--- config.mk ---
export PLATFORM = sky130hd
export DESIGN_NAME = rpe_weight_encoder_loader
export DESIGN_NICKNAME = d
export VERILOG_FILES = /design/src/rtl/rpe_weight_encoder_loader.sv
export SDC_FILE = /design/constraint.sdc
export NUM_CORES = 1
export LEC_CHECK = 0
export CAP_MARGIN = 20
export CORE_MARGIN = 5
export CORE_UTILIZATION = 45
export CTS_BUF_LIST = sky130_fd_sc_hd__clkbuf_4
export DETAILED_ROUTE_END_ITERATION = 7
export PLACE_DENSITY = 0.71
export SLEW_MARGIN = 15
export SYNTH_ARGS = -nofsm -noshare
export SYNTH_HDL_FRONTEND = slang
export SYNTH_SLANG_ARGS = --single-unit
--- constraint.sdc ---
create_clock -name clk -period 2.05 [get_ports clk]
set_clock_uncertainty 0.2 [all_clocks]
set_input_delay 0.41 -clock clk [delete_from_list [all_inputs] [get_ports clk]]
set_output_delay 0.41 -clock clk [all_outputs]
set_load 0.005 [all_outputs]
--- src/rtl/rpe_weight_encoder_loader.sv ---
`default_nettype none
// ============================================================================
// Module   : rpe_weight_encoder_loader
// Purpose  : Encodes 8-bit weights into the 5-bit RPE format and loads one
//            SIZE x SIZE tile into the array row by row.
// Revision : 1.0 - initial release
// ============================================================================
module rpe_weight_encoder_loader #(
    parameter int SIZE  = 8,
    parameter int CNT_W = $clog2(SIZE*SIZE+1)
) (
    input  logic                clk,
    input  logic                rst,
    input  logic                start,
    input  logic                w_valid,
    output logic                w_ready,
    input  logic [7:0]          w_data,
    output logic [SIZE*5-1:0]   Weight_out,
    output logic                Weight_out_valid,
    output logic                busy,
    output logic                done,
    output logic [CNT_W-1:0]    lossy_cnt
);

    localparam int c_IDX_W = (SIZE > 1) ? $clog2(SIZE) : 1;
    localparam logic [c_IDX_W-1:0] c_LAST = c_IDX_W'(SIZE-1);

    localparam logic [1:0] c_IDLE    = 2'd0;
    localparam logic [1:0] c_COLLECT = 2'd1;
    localparam logic [1:0] c_ISSUE   = 2'd2;
    localparam logic [1:0] c_DONE    = 2'd3;

    logic [1:0]          r_state;
    logic [c_IDX_W-1:0]  r_col_cnt;
    logic [c_IDX_W-1:0]  r_row_cnt;
    logic [SIZE*5-1:0]   r_row;
    logic [SIZE*5-1:0]   r_weight_out;
    logic [CNT_W-1:0]    r_lossy_cnt;

    logic [5:0]          w_enc;
    logic [4:0]          w_code;
    logic                w_lossy;
    logic [SIZE*5-1:0]   w_row_next;

    // Returns {lossy, code}.
    function automatic logic [5:0] f_encode(input logic [7:0] w);
        logic [8:0] sum;
        logic [4:0] m;
        sum = {1'b0, w} + 9'd8;
        m   = sum[8:4];
        if (m > 5'd15) begin
            m = 5'd15;
        end
        if (w[3:0] == 4'd0) begin
            f_encode = {1'b0, 1'b1, w[7:4]};
        end else if (w <= 8'd31) begin
            f_encode = {~w[0], 1'b0, w[4:1]};
        end else begin
            f_encode = {1'b1, 1'b1, m[3:0]};
        end
    endfunction

    assign w_enc   = f_encode(w_data);
    assign w_code  = w_enc[4:0];
    assign w_lossy = w_enc[5];

    generate
        for (genvar c = 0; c < SIZE; c++) begin : g_col
            assign w_row_next[5*c +: 5] = (r_col_cnt == c_IDX_W'(c)) ? w_code : r_row[5*c +: 5];
        end
    endgenerate

    assign w_ready          = (r_state == c_COLLECT);
    assign Weight_out_valid = (r_state == c_ISSUE);
    assign busy             = (r_state == c_COLLECT) || (r_state == c_ISSUE);
    assign done             = (r_state == c_DONE);
    assign Weight_out       = r_weight_out;
    assign lossy_cnt        = r_lossy_cnt;

    always_ff @(posedge clk) begin
        if (rst) begin
            r_state      <= c_IDLE;
            r_col_cnt    <= '0;
            r_row_cnt    <= '0;
            r_row        <= '0;
            r_weight_out <= '0;
            r_lossy_cnt  <= '0;
        end else begin
            case (r_state)
                c_IDLE: begin
                    if (start) begin
                        r_state     <= c_COLLECT;
                        r_col_cnt   <= '0;
                        r_row_cnt   <= '0;
                        r_lossy_cnt <= '0;
                    end
                end
                c_COLLECT: begin
                    if (w_valid) begin
                        r_row     <= w_row_next;
                        r_col_cnt <= r_col_cnt + c_IDX_W'(1);
                        if (w_lossy && (r_lossy_cnt != {CNT_W{1'b1}})) begin
                            r_lossy_cnt <= r_lossy_cnt + CNT_W'(1);
                        end
                        // Snapshot the completed row so the output stays stable while the next row fills.
                        if (r_col_cnt == c_LAST) begin
                            r_state      <= c_ISSUE;
                            r_weight_out <= w_row_next;
                            r_col_cnt    <= '0;
                        end
                    end
                end
                c_ISSUE: begin
                    if (r_row_cnt == c_LAST) begin
                        r_state <= c_DONE;
                    end else begin
                        r_row_cnt <= r_row_cnt + c_IDX_W'(1);
                        r_col_cnt <= '0;
                        r_state   <= c_COLLECT;
                    end
                end
                default: begin
                    r_state <= c_IDLE;
                end
            endcase
        end
    end

endmodule
`default_nettype wire

* After elaboration in Yosys (flattened, before gate mapping)
Cells that the tools add are included.
** Word-level totals
- Bits in registers :: 95
** Operators by class
- Add/sub/neg operators :: 4
- $lt $le $gt $ge :: 2
- Equality and inequality tests :: 17
- Mux-type cells :: 27
- Bitwise logic cells :: 1
- Reductions and logical operators :: 14
** Operator list (count)
- 5-bit 2-to-1 mux :: 8
- 7-bit 2-to-1 mux :: 3
- 3-bit == test, second input constant :: 5
- 3-bit 2-to-1 mux :: 5
- 7-bit case mux with 2 select lines :: 1
- 6-bit 2-to-1 mux :: 2
- 8-bit by 4-bit adder with 9-bit output, second input constant :: 1
- 3-bit case mux with 3 select lines :: 1
- 3-bit AND reduction :: 3
- 8-bit by 5-bit <= comparator with 1-bit output, second input constant :: 1
- 2-bit 2-to-1 mux :: 4
- 4-bit AND reduction :: 2
- 7-bit by 1-bit adder with 7-bit output, second input constant :: 1
- 7-bit != test, second input constant :: 1
- 3-bit by 1-bit adder with 3-bit output, second input constant :: 2
- 3-bit by 2-bit == test with 1-bit output, second input constant :: 2
- 2-bit != test, second input constant :: 3
- 2-bit case mux with 3 select lines :: 1
- 3-bit case mux with 2 select lines :: 1
- 5-bit by 4-bit > comparator with 1-bit output, second input constant :: 1
- 2-bit == test, second input constant :: 2
- 4-bit logical NOT :: 1
- 4-bit 2-to-1 mux :: 1
- 2-bit by 1-bit != test with 1-bit output, second input constant :: 2
- other kinds (10) :: 11

* Depth between registers and ports, before layout
Gate-level depths: netlist of the first run.
- Depth after elaboration :: 9
- Gate-level depth with buffers :: 8
- Gate-level depth less buffers :: 6

* Worst setup path before layout of the first run
No wires, ideal clock.
- Path type :: flip-flop to flip-flop
- From :: reg r_state[1]
- To :: reg r_lossy_cnt[2] (netlist: lossy_cnt[2])
- Arrival :: 1964 ps
- Required time :: 1734 ps
- Path slack :: -230 ps
- Cell stages (with the launch flop) :: 8
- Path buffers :: 1
- Cells stage by stage :: dfxtp_1 inv_1 ha_1 clkbuf_1 nor2b_1 a2111oi_0 a31oi_1 a41o_1
** On the way
- Longest elaborated chain between the ends :: 3
** Ends and longest elaborated chain
- from (decl) :: RTL line 33 : logic [1:0] r_state;
- from (signal assigned) :: RTL line 82 : r_state <= c_IDLE;
- from (signal assigned) :: RTL line 92 : r_state <= c_COLLECT;
- from (signal assigned) :: RTL line 107 : r_state <= c_ISSUE;
- 2-bit by 1-bit == test with 1-bit output (*)
- net w_ready :: RTL line 16 : output logic w_ready,
- 2-bit by 1-bit != test with 1-bit output (no line), or another cell as far along
- 4-bit AND reduction (no line)
- to (signal assigned) :: RTL line 103 : r_lossy_cnt <= r_lossy_cnt + CNT_W'(1);
- to (decl) :: RTL line 38 : logic [CNT_W-1:0] r_lossy_cnt;
The timed path passes the listed nets; every way through them passes the cells marked *.
A chain may end at the register's enable or synchronous reset.

* Worst setup path after layout of the first run
- From :: in w_data[5]
- To :: reg r_lossy_cnt[3] (netlist: lossy_cnt[3])
** On the way
- Longest elaborated chain between the ends :: 6
** Ends and longest elaborated chain
- from (decl) :: RTL line 17 : input logic [7:0] w_data,
- 8-bit by 5-bit <= comparator with 1-bit output :: RTL line 56 : end else if (w <= 8'd31) begin
- 6-bit 2-to-1 mux :: RTL line 56
- 6-bit 2-to-1 mux :: RTL line 54 : if (w[3:0] == 4'd0) begin
- 1-bit logical AND :: RTL line 102 : if (w_lossy && (r_lossy_cnt != {CNT_W{1'b1}})) begin
- 2-bit by 1-bit != test with 1-bit output (no line)
- 4-bit AND reduction (no line)
Every way passes these cells.

==> results.py, run 1 <==
metrics = {
    "critical_path": {
        "worstSetupPathType": "in2reg",
        "crit_path_max_fanout": 7,
        "worstPathArrival_ns": 2.33,
        "ff2ff_path_depth": 6,
        "r2r_end": "lossy_cnt[3]$_SDFFE_PP0P_",
        "r2r_slack_ns": -0.09,
        "endpoint_kind": "flip-flop",
        "crit_path_start_kind": "input pin",
        "required_ns": 2.21,
        "rr_startpoint": "r_state[1]$_SDFFE_PP0P_",
    },
    "pwr": {
        "p_sw_share_pct": 29.0,
        "p_switching_mw": 1.26,
        "combinationalPowerShare_pct": 29.4,
        "seqPwrFrac_pct": 42.4,
        "totalPowerFinal_mw": 4.37,
        "p_int_mw": 3.10,
        "leakage_nw": 2.15,
        "peakVddDrop_mv": 0.392,
        "clockPowerShare_pct": 28.2,
        "powerDensity_mw_per_mm2": 722,
    },
    "routing": {
        "drcViolationCount": 0,
        "first_pass_iters": 5,
        "wire_per_inst_um": 16.5,
        "vias_per_cell": 5.71,
        "drt_wl_total_um": 12600,
        "drt_iter0_drc": 339,
        "antenna_left": 0,
        "vias": 4360,
    },
    "yosys": {
        "synth_area_sq_mm": 0.00434,
        "syn_area_per_cell_sq_um": 8.47,
        "synth_xor_area_share_pct": 0,
        "synth.area.top_cells": "dfxtp_1 42%, a21oi_1 6.9%, a211oi_1 5.0%",
        "synth_top_area_share_pct": 41.5,
        "postSynthCellCount": 512,
        "synth_top_family_by_area": "compound AO/OA/AOI/OAI gates",
        "ys_async_sr_fraction_pct": 0,
        "synth_edf_count": 0,
        "synthMuxAreaShare_pct": 0.750,
        "yosysUniqueCellTypes": 53,
        "synth_ff_type": "dfxtp_1",
        "synth_fa_ha_area_share_pct": 4.04,
        "synth-warning-count": 0,
        "synth_seq_cells": 90,
        "syn-num-nets": 538,
        "synth-compound-area-share_pct": 28.6,
        "yosys.area_share.simple_pct": 20.2,
        "synth_largest_area_cell": "dfxtp_1",
        "ys_seq_area_share_pct": 41.5,
    },
    "cells_and_area": {
        "fillers": 775,
        "nets": 656,
        "antenna_cells": 0,
        "drive_above_1_share_pct": 23.1,
        "area_growth_syn_to_layout_pct": 39.5,
        "register_area_sq_mm": 0.00181,
        "stdcell_count": 764,
        "multiInputGateArea_sq_mm": 0.00247,
        "fin_area_sq_mm": 0.00605,
    },
    "clock_network": {
        "numCtsBuffers": 9,
        "cts_tree": "yes",
        "cts.clk_slew.worst_paths_ns": 0.13,
        "clk_path_buf_depth": 2,
        "insertion_delay_ns": 0.44,
        "cts_root_buf": "clkbuf_4",
        "h-tree-depth": 3,
        "cts.sinks": 90,
    },
    "hold_path": {
        "hp-class": "in2reg",
        "worstHoldStart": "rst",
        "hold_end": "lossy_cnt[1]$_SDFFE_PP0P_",
        "hold_depth": 2,
    },
    "timing": {
        "fin_ws_ns": -0.113,
        "timing.final.crit_share_pct": 106,
        "hold_viol": 0,
        "setup_viol": 3,
        "max_freq_mhz": 462,
        "min_period_ns": 2.16,
        "tns_ns": -0.207,
        "rsz0062_at_grt": "yes",
        "report.final.slew_viol_count": 0,
        "slew_headroom_pct": 64.2,
        "tightest_slew_ns": 0.533,
    },
    "die": {
        "io-pin-count": 63,
        "design.core.area_sq_mm": 0.00933,
        "start_util_pct": 46.5,
        "placementRows": 35,
        "dieHeight_um": 108,
        "dieArea_sq_mm": 0.0117,
        "die_w_um": 108,
    },
    "global_route": {
        "grt_max_degree": 63,
        "antenna_found_initial": 0,
        "first_global_vias": 4167,
        "grt_usage_pct": 22.1,
        "grt_pass1_wl_um": 20700,
        "grt_overflow": 0,
    },
    "placed_design": {
        "place_hpwl_um": 8880,
        "gpl.final_weighted_congestion": 0.869,
        "placement.io_buffers": 62,
        "placed_area_sq_mm": 0.00560,
        "place_inst": 736,
        "place_ws_ns": -0.491,
    },
    "status": {
        "violations": "setup timing",
        "outcome": "finished, violations left",
    },
    "job": {
        "maxCapViolCount": 0,
    },
}
==> worst max-delay path by stage <==
stage          depth (start not counted)                    start  slack, ns                     endpoint
5_1_grt                                5                w_data[5]      -0.13    lossy_cnt[3]$_SDFFE_PP0P_
3_3_place_gp                           6                w_data[3]      -0.45  Weight_out[36]$_SDFFE_PP0P_
6_report                               5                w_data[5]      -0.11    lossy_cnt[3]$_SDFFE_PP0P_
3_5_place_dp                           5                w_data[6]      -0.49       r_row[31]$_SDFFE_PP0P_
2_1_floorplan                          7  r_state[1]$_SDFFE_PP0P_      -0.05    r_col_cnt[2]$_SDFFE_PP0P_
4_1_cts                                6  r_state[1]$_SDFFE_PP0P_      -0.08    lossy_cnt[3]$_SDFFE_PP0P_
==> placed cells by master, fill, tap and decap left out, types with 10 or more instances in the layout <==
cell	Yosys	final
clkdlybuf4s50_1	0	54
o31ai_1	16	13
nor2_1	56	56
dfxtp_2	0	10
buf_4	2	69
a211oi_1	29	28
o211ai_1	26	26
nand2_1	46	45
nand3_1	29	29
clkbuf_4	0	11
nand3b_1	11	11
a21oi_1	60	60
dfxtp_1	90	80
==> synth_stat cells (all sizes together) (8+ instances only) <==
library cell,number
buf,11
nand2,46
dfxtp,90
nor2,57
a32oi,8
clkbuf,27
nand3b,11
a211oi,29
nand3,29
inv,11
o31ai,17
a21oi,61
ha,14
o211ai,27
o221ai,8
==> repair_timing <==
action | 4_1_cts | 5_1_grt
hold buffers | 0 | 0
endpoints found under the setup margin | 14 | 35
gates resized for setup | 21 | 30
pin swaps | 7 | 6
setup buffers | 3 | 9
==> metrics by stage <==
stage | hold slack [ns] | util [%]
floorplan | 0.232 | -
global placement | 0.240 | 60.1
detailed placement | 0.247 | 60.1
CTS | 0.0699 | 62.8
global route | 0.111 | 64.9
finish | 0.0992 | 64.9
==> power groups by stage <==
stage | Combinational (mW) | Clock (mW) | Sequential, mW
3_3_place_gp | 1.02 | 0 | 1.88
4_1_cts | 1.11 | 1.26 | 1.84
5_1_grt | 1.38 | 1.33 | 1.86
2_1_floorplan | 0.562 | 0 | 1.88
6_report | 1.28 | 1.23 | 1.85
3_5_place_dp | 1.04 | 0 | 1.88
==> logic make-up (layout without fill, tap and decap cells) <==
family / after synthesis / in the layout
AOI/OAI and AO/OA: 176 / 176
adders and majority gates: 14 / 14
buffers and inverters: 49 / 172
DFF: 90 / 90
muxes: 3 / 3
and+or+nand+nor: 180 / 180
==> critical path, stage by stage <==
cell	delay (ns)
clkdlybuf4s50_1	0.60
nor3_1	0.11
a2111o_1	0.53
or4_1	0.51
a31oi_1	0.16
==> flip-flops by register name (all words and copies together), names as in the netlist <==
register / flops
lossy_cnt: 7
r_col_cnt: 3
Weight_out: 40
r_row_cnt: 3
r_row: 35
r_state: 2
==> area by class of cell <==
cell class                 instances  area share (%)
multi-input combinational        373            40.9
sequential                        90            30.0
timing repair buffer             145            22.7
tap                              129            2.67
clock inverter                     5            1.70
clock buffer                      11            1.36
inverter                          11           0.724
==> metal layers <==
layer	global-route usage [%]	routed length, um
met4	9.74	365
met1	30.9	5590
met3	4.48	882
met2	32.8	5760
met5	0	0
No activity file was read; power rests on OpenSTA's default activity.
==> run 2: changes to the inputs <==
--- a/config.mk
+++ b/config.mk
@@ -7,10 +7,10 @@
 export LEC_CHECK = 0
 export CAP_MARGIN = 20
 export CORE_MARGIN = 5
-export CORE_UTILIZATION = 45
+export CORE_UTILIZATION = 50
 export CTS_BUF_LIST = sky130_fd_sc_hd__clkbuf_4
 export DETAILED_ROUTE_END_ITERATION = 7
-export PLACE_DENSITY = 0.71
+export PLACE_DENSITY = 0.77
 export SLEW_MARGIN = 15
 export SYNTH_ARGS = -nofsm -noshare
 export SYNTH_HDL_FRONTEND = slang
==> run 2 against run 1 <==
The run still ends with setup timing left. Largest cell class unchanged. Non-clock buffer count increased by 3. Cell count is 2.4% lower. Cell area shrank 0.52%. Via count up 2.9%. Combinational power barely moved. Power down 2.6%.
==> results.py, run 2 (synthesis gave the netlist of run 1 again) <==
metrics = {
    "status": {
        "outcome": "finished, violations left",
        "violations": "setup timing",
    },
    "routing": {
        "first_pass_iters": 7,
        "drt_wl_total_um": 12600,
        "vias_per_cell": 6.01,
        "vias": 4486,
        "drcViolationCount": 0,
        "wire_per_inst_um": 16.9,
        "drt_iter0_drc": 384,
        "antenna_left": 0,
    },
    "critical_path": {
        "r2r_end": "lossy_cnt[3]$_SDFFE_PP0P_",
        "required_ns": 2.23,
        "rr_startpoint": "r_state[0]$_SDFFE_PP0P_",
        "crit_path_max_fanout": 7,
        "worstSetupPathType": "reg2reg",
        "crit_path_start_kind": "flip-flop",
        "ff2ff_path_depth": 6,
        "r2r_slack_ns": -0.12,
        "endpoint_kind": "flip-flop",
        "worstPathArrival_ns": 2.35,
        "startpoint": "r_state[0]$_SDFFE_PP0P_",
    },
    "timing": {
        "setup_viol": 8,
        "report.final.slew_viol_count": 0,
        "slew_headroom_pct": 67.9,
        "holdWs_ns": 0.168,
        "rsz0062_at_grt": "yes",
        "max_freq_mhz": 460,
        "timing.final.crit_share_pct": 106,
        "tightest_slew_ns": 0.479,
        "hold_viol": 0,
        "min_period_ns": 2.17,
        "fin_ws_ns": -0.122,
    },
    "hold_path": {
        "hp-class": "in2reg",
        "hold_depth": 2,
        "worstHoldStart": "rst",
        "hold_end": "r_row_cnt[2]$_SDFFE_PP0P_",
    },
    "clock_network": {
        "insertion_delay_ns": 0.44,
        "cts.sinks": 90,
        "numCtsBuffers": 9,
        "cts_root_buf": "clkbuf_4",
        "clk_path_buf_depth": 2,
        "cts.clk_slew.worst_paths_ns": 0.15,
        "h-tree-depth": 3,
        "cts_tree": "yes",
    },
    "cells_and_area": {
        "final_common_cell": "dfxtp_1",
        "drive_above_1_share_pct": 22.7,
        "multiInputGateArea_sq_mm": 0.00245,
        "antenna_cells": 0,
        "register_area_sq_mm": 0.00181,
        "area_growth_syn_to_layout_pct": 38.8,
        "largest_reg_flops": 40,
        "fillers": 667,
        "nets": 659,
        "layout_common_cells": "83 x dfxtp_1, 70 x buf_4, 58 x a21oi_1, 56 x nor2_1, 54 x clkdlybuf4s50_1",
    },
    "global_route": {
        "grt_max_degree": 46,
        "grt_overflow": 0,
        "grt_usage_pct": 23.5,
        "first_global_vias": 4067,
        "grt_pass1_wl_um": 19800,
        "antenna_found_initial": 0,
    },
    "pwr": {
        "powerDensity_mw_per_mm2": 707,
        "leakage_nw": 2.17,
        "totalPowerFinal_mw": 4.25,
        "peakVddDrop_mv": 0.540,
    },
    "placed_design": {
        "place_ws_ns": -0.486,
        "gpl.final_weighted_congestion": 0.875,
        "place_hpwl_um": 9040,
        "placement.io_buffers": 62,
    },
    "die": {
        "die_w_um": 103,
        "io-pin-count": 63,
        "dieArea_sq_mm": 0.0106,
        "placementRows": 34,
        "dieHeight_um": 103,
        "design.core.area_sq_mm": 0.00859,
        "start_util_pct": 50.5,
    },
    "job": {
        "maxCapViolCount": 0,
    },
}
## run 2: changes by cell type in the layout (fill, tap and decap cells not counted), sizes merged
cell	change
buf	+4
dlygate4sd2	-2
inv	+2
bufinv	-1
clkdlybuf4s15	-1
clkinv	+1
## run 2: power breakdown
group | internal [mW] | leakage (nW) | switching, mW
Sequential | 1.81 | 0.729 | 0.0356
Combinational | 0.605 | 1.35 | 0.642
Clock | 0.506 | 0.0861 | 0.657
Total | 2.92 | 2.17 | 1.33
## run 2: cell type report
| type | instances | area share [%] |
|---|---|---|
| multi-input combinational | 373 | 40.8 |
| sequential | 90 | 30.1 |
| timing repair buffer | 148 | 23.3 |
| tap | 108 | 2.24 |
| clock inverter | 7 | 1.66 |
| clock buffer | 9 | 1.12 |
| inverter | 11 | 0.727 |
## run 2: worst max path at each step
stage                             endpoint  slack [ns]  cells past startpoint
4_1_cts          lossy_cnt[5]$_SDFFE_PP0P_        -0.1                      6
6_report         lossy_cnt[3]$_SDFFE_PP0P_       -0.12                      6
5_1_grt          lossy_cnt[3]$_SDFFE_PP0P_       -0.17                      6
3_5_place_dp     lossy_cnt[2]$_SDFFE_PP0P_       -0.49                      8
3_3_place_gp   Weight_out[36]$_SDFFE_PP0P_       -0.42                      6
2_1_floorplan    r_col_cnt[2]$_SDFFE_PP0P_       -0.05                      7
## run 2: repair_timing
action,in CTS,in global routing
hold buffers,0,0
pin swaps,7,9
buffers inserted,3,4
gates cloned,0,0
setup endpoints to repair,16,55
resized for setup,24,26
## run 2: layer usage
| metal | global-route usage, % | vias up | part of all wire [%] |
|---|---|---|---|
| li1 | - | 2137 | - |
| met1 | 31.5 | 2122 | 43 |
| met2 | 38.8 | 204 | 49 |
| met3 | 3.59 | 23 | 7.2 |
| met4 | 7.87 | 0 | 1.3 |
| met5 | 0 | - | 0 |
## run 2: stage by stage
| step | util, % | area (sq um) | instances | TNS (ns) |
|---|---|---|---|---|
| finish | 70.0 | 6020 | 746 | -0.532 |
| global route | 70.0 | 6020 | 746 | -1.22 |
| CTS | 69.0 | 5930 | 742 | -0.240 |
| detailed placement | 66.0 | 5680 | 723 | -29.85 |
| global placement | 66.0 | 5680 | 723 | -25.47 |
| floorplan | - | 4390 | 512 | -0.104 |
## run 2: critical path: stages (launching register included)
cell and delay, ns:
dfxtp_4 0.38, buf_12 0.12, ha_4 0.16, nor2b_4 0.14
a2111o_1 0.49, or4_1 0.45, a31oi_1 0.16
==> run 3: changes to the inputs <==
--- a/config.mk
+++ b/config.mk
@@ -15,3 +15,4 @@
 export SYNTH_ARGS = -nofsm -noshare
 export SYNTH_HDL_FRONTEND = slang
 export SYNTH_SLANG_ARGS = --single-unit
+export TNS_END_PERCENT = 5
==> run 3 against run 2 <==
The run still ends with setup timing left. Via count is 3.8% lower. Power grew 0.22%. Die area is the same. Critical path depth unchanged. Combinational power down 9.6%. Clock-buffer cell count did not move. Flip-flop and latch count unchanged. First-iteration DRC count grew 3.9%. Wire length is 2.2% lower. Global-route usage increased by 0.32 points. Cell area fell by 2.4%. Critical endpoint is now lossy_cnt[4]$_SDFFE_PP0P_. Largest power group unchanged.
==> results.py, run 3 (synthesis gave the netlist of run 1 again) <==
metrics = {
    "status": {
        "outcome": "finished, violations left",
        "violations": "setup timing",
    },
    "global_route": {
        "top_usage_layer": "met2",
        "grtUsageMet1_pct": 31.4,
        "grt_max_degree": 45,
        "grt_overflow": 0,
        "grt_usage_pct": 23.9,
        "use_met2_pct": 39.4,
        "antenna_found_initial": 0,
        "grt_pass1_wl_um": 20200,
        "grt_use_met3_pct": 3.11,
        "first_global_vias": 4176,
    },
    "routing": {
        "antenna_left": 0,
        "drcViolationCount": 0,
        "drt_wl_total_um": 12300,
        "wire_per_inst_um": 16.8,
        "vias": 4317,
        "first_pass_iters": 5,
        "drt_iter0_drc": 399,
        "vias_per_cell": 5.87,
    },
    "cells_and_area": {
        "nets": 648,
        "area_growth_syn_to_layout_pct": 35.4,
        "final_common_cell": "dfxtp_1",
        "largest_reg_flops": 40,
        "fin_area_sq_mm": 0.00588,
        "post-route-util_pct": 68.4,
        "antenna_cells": 0,
        "layout_common_cells": "81 x dfxtp_1, 61 x buf_4, 58 x a21oi_1, 57 x clkdlybuf4s50_1, 55 x nor2_1",
        "drive_above_1_share_pct": 21.1,
    },
    "timing": {
        "max_freq_mhz": 467,
        "hold_viol": 0,
        "tns_ns": -0.411,
        "fin_ws_ns": -0.0922,
        "tightest_slew_ns": 0.523,
        "report.final.slew_viol_count": 0,
        "holdWs_ns": 0.0911,
        "min_period_ns": 2.14,
        "setup_viol": 8,
        "rsz0062_at_grt": "yes",
        "timing.final.crit_share_pct": 104,
        "slew_headroom_pct": 65.0,
    },
    "die": {
        "die_w_um": 103,
        "placementRows": 34,
        "design.core.area_sq_mm": 0.00859,
        "start_util_pct": 50.5,
        "dieArea_sq_mm": 0.0106,
        "dieHeight_um": 103,
        "io-pin-count": 63,
    },
    "placed_design": {
        "gpl.final_weighted_congestion": 0.852,
        "placement.io_buffers": 62,
        "place_hpwl_um": 8770,
        "placed_area_sq_mm": 0.00558,
    },
    "pwr": {
        "peakVddDrop_mv": 0.488,
        "powerDensity_mw_per_mm2": 725,
        "leakage_nw": 2.07,
    },
    "clock_network": {
        "cts_root_buf": "clkbuf_4",
        "cts_tree": "yes",
        "cts.sinks": 90,
        "numCtsBuffers": 9,
        "clk_path_buf_depth": 2,
        "h-tree-depth": 3,
        "insertion_delay_ns": 0.46,
        "cts.clk_slew.worst_paths_ns": 0.15,
    },
    "critical_path": {
        "cpPeakStageDelay_ns": 0.47,
        "r2r_slack_ns": -0.09,
        "critPathSlowestCell": "a2111o_1",
        "crit_chain": "buf_6 -> ha_4 -> nor2b_4 -> a2111o_1 -> nor3_1 -> mux2_2",
        "worstPathArrival_ns": 2.31,
        "crit_path_max_fanout": 6,
        "worstSetupPathType": "reg2reg",
        "required_ns": 2.22,
        "rr_startpoint": "r_state[0]$_SDFFE_PP0P_",
        "r2r_end": "lossy_cnt[4]$_SDFFE_PP0P_",
        "endpoint_kind": "flip-flop",
        "crit_path_start_kind": "flip-flop",
        "ff2ff_path_depth": 6,
    },
    "hold_path": {
        "hold_end": "lossy_cnt[5]$_SDFFE_PP0P_",
        "hp-class": "in2reg",
        "worstHoldStart": "rst",
        "hold_depth": 2,
    },
    "job": {
        "maxCapViolCount": 0,
    },
}
[run 3: power breakdown]
group	switching, mW	internal, mW	leakage, nW
logic	0.599	0.534	1.24
registers	0.0460	1.81	0.730
clock network	0.651	0.625	0.0932
[run 3: how the worst max path moves through the flow]
stage                                        from                          end  slack [ns]  depth (start not counted)
after floorplan           r_state[1]$_SDFFE_PP0P_    lossy_cnt[3]$_SDFFE_PP0P_       -0.07                          7
after global placement                  w_data[6]  Weight_out[28]$_SDFFE_PP0P_       -0.41                          5
after detailed placement                w_data[6]  Weight_out[21]$_SDFFE_PP0P_       -0.48                          6
after CTS                 r_state[0]$_SDFFE_PP0P_    lossy_cnt[3]$_SDFFE_PP0P_       -0.07                          6
after global routing      r_state[0]$_SDFFE_PP0P_    lossy_cnt[5]$_SDFFE_PP0P_       -0.15                          6
final                     r_state[0]$_SDFFE_PP0P_    lossy_cnt[4]$_SDFFE_PP0P_       -0.09                          6
[run 3: final cells by class]
| cell class | count | area (sq um) |
|---|---|---|
| clock inverter | 7 | 123 |
| tap | 108 | 135 |
| fill | 643 | 2720 |
| timing repair buffer | 137 | 1280 |
| clock buffer | 9 | 67.6 |
| multi-input combinational | 373 | 2410 |
| inverter | 11 | 41.3 |
| sequential | 90 | 1820 |
[run 3: layer usage]
layer	wire length, um	share of wire [%]
met1	5460	44
met2	5920	48
met3	737	6.0
met4	211	1.7
met5	0	0
[run 3: critical path: cells and delay by family (launching register included)]
family,cells,cell delay [ns]
AO/OA/AOI/OAI,1,0.47
adder cells (fa/ha/maj),1,0.16
buffers and inverters,1,0.12
flip-flops,1,0.39
multiplexers,1,0.36
AND/OR/NAND/NOR,2,0.35
[run 3: per-stage QoR]
step                      power [mW]  instances  setup slack [ns]
after floorplan                 2.43        512           -0.0666
after global placement          2.88        718            -0.412
after detailed placement        2.91        718            -0.479
after CTS                       4.22        735           -0.0659
after global routing            4.44        735            -0.147
final                           4.26        735           -0.0922
[run 3: what timing repair did]
item | CTS | global route
setup buffers | 1 | 0
hold buffers | 0 | 0
pin swaps | 0 | 4
resized for setup | 24 | 19
setup endpoints to repair | 23 | 34
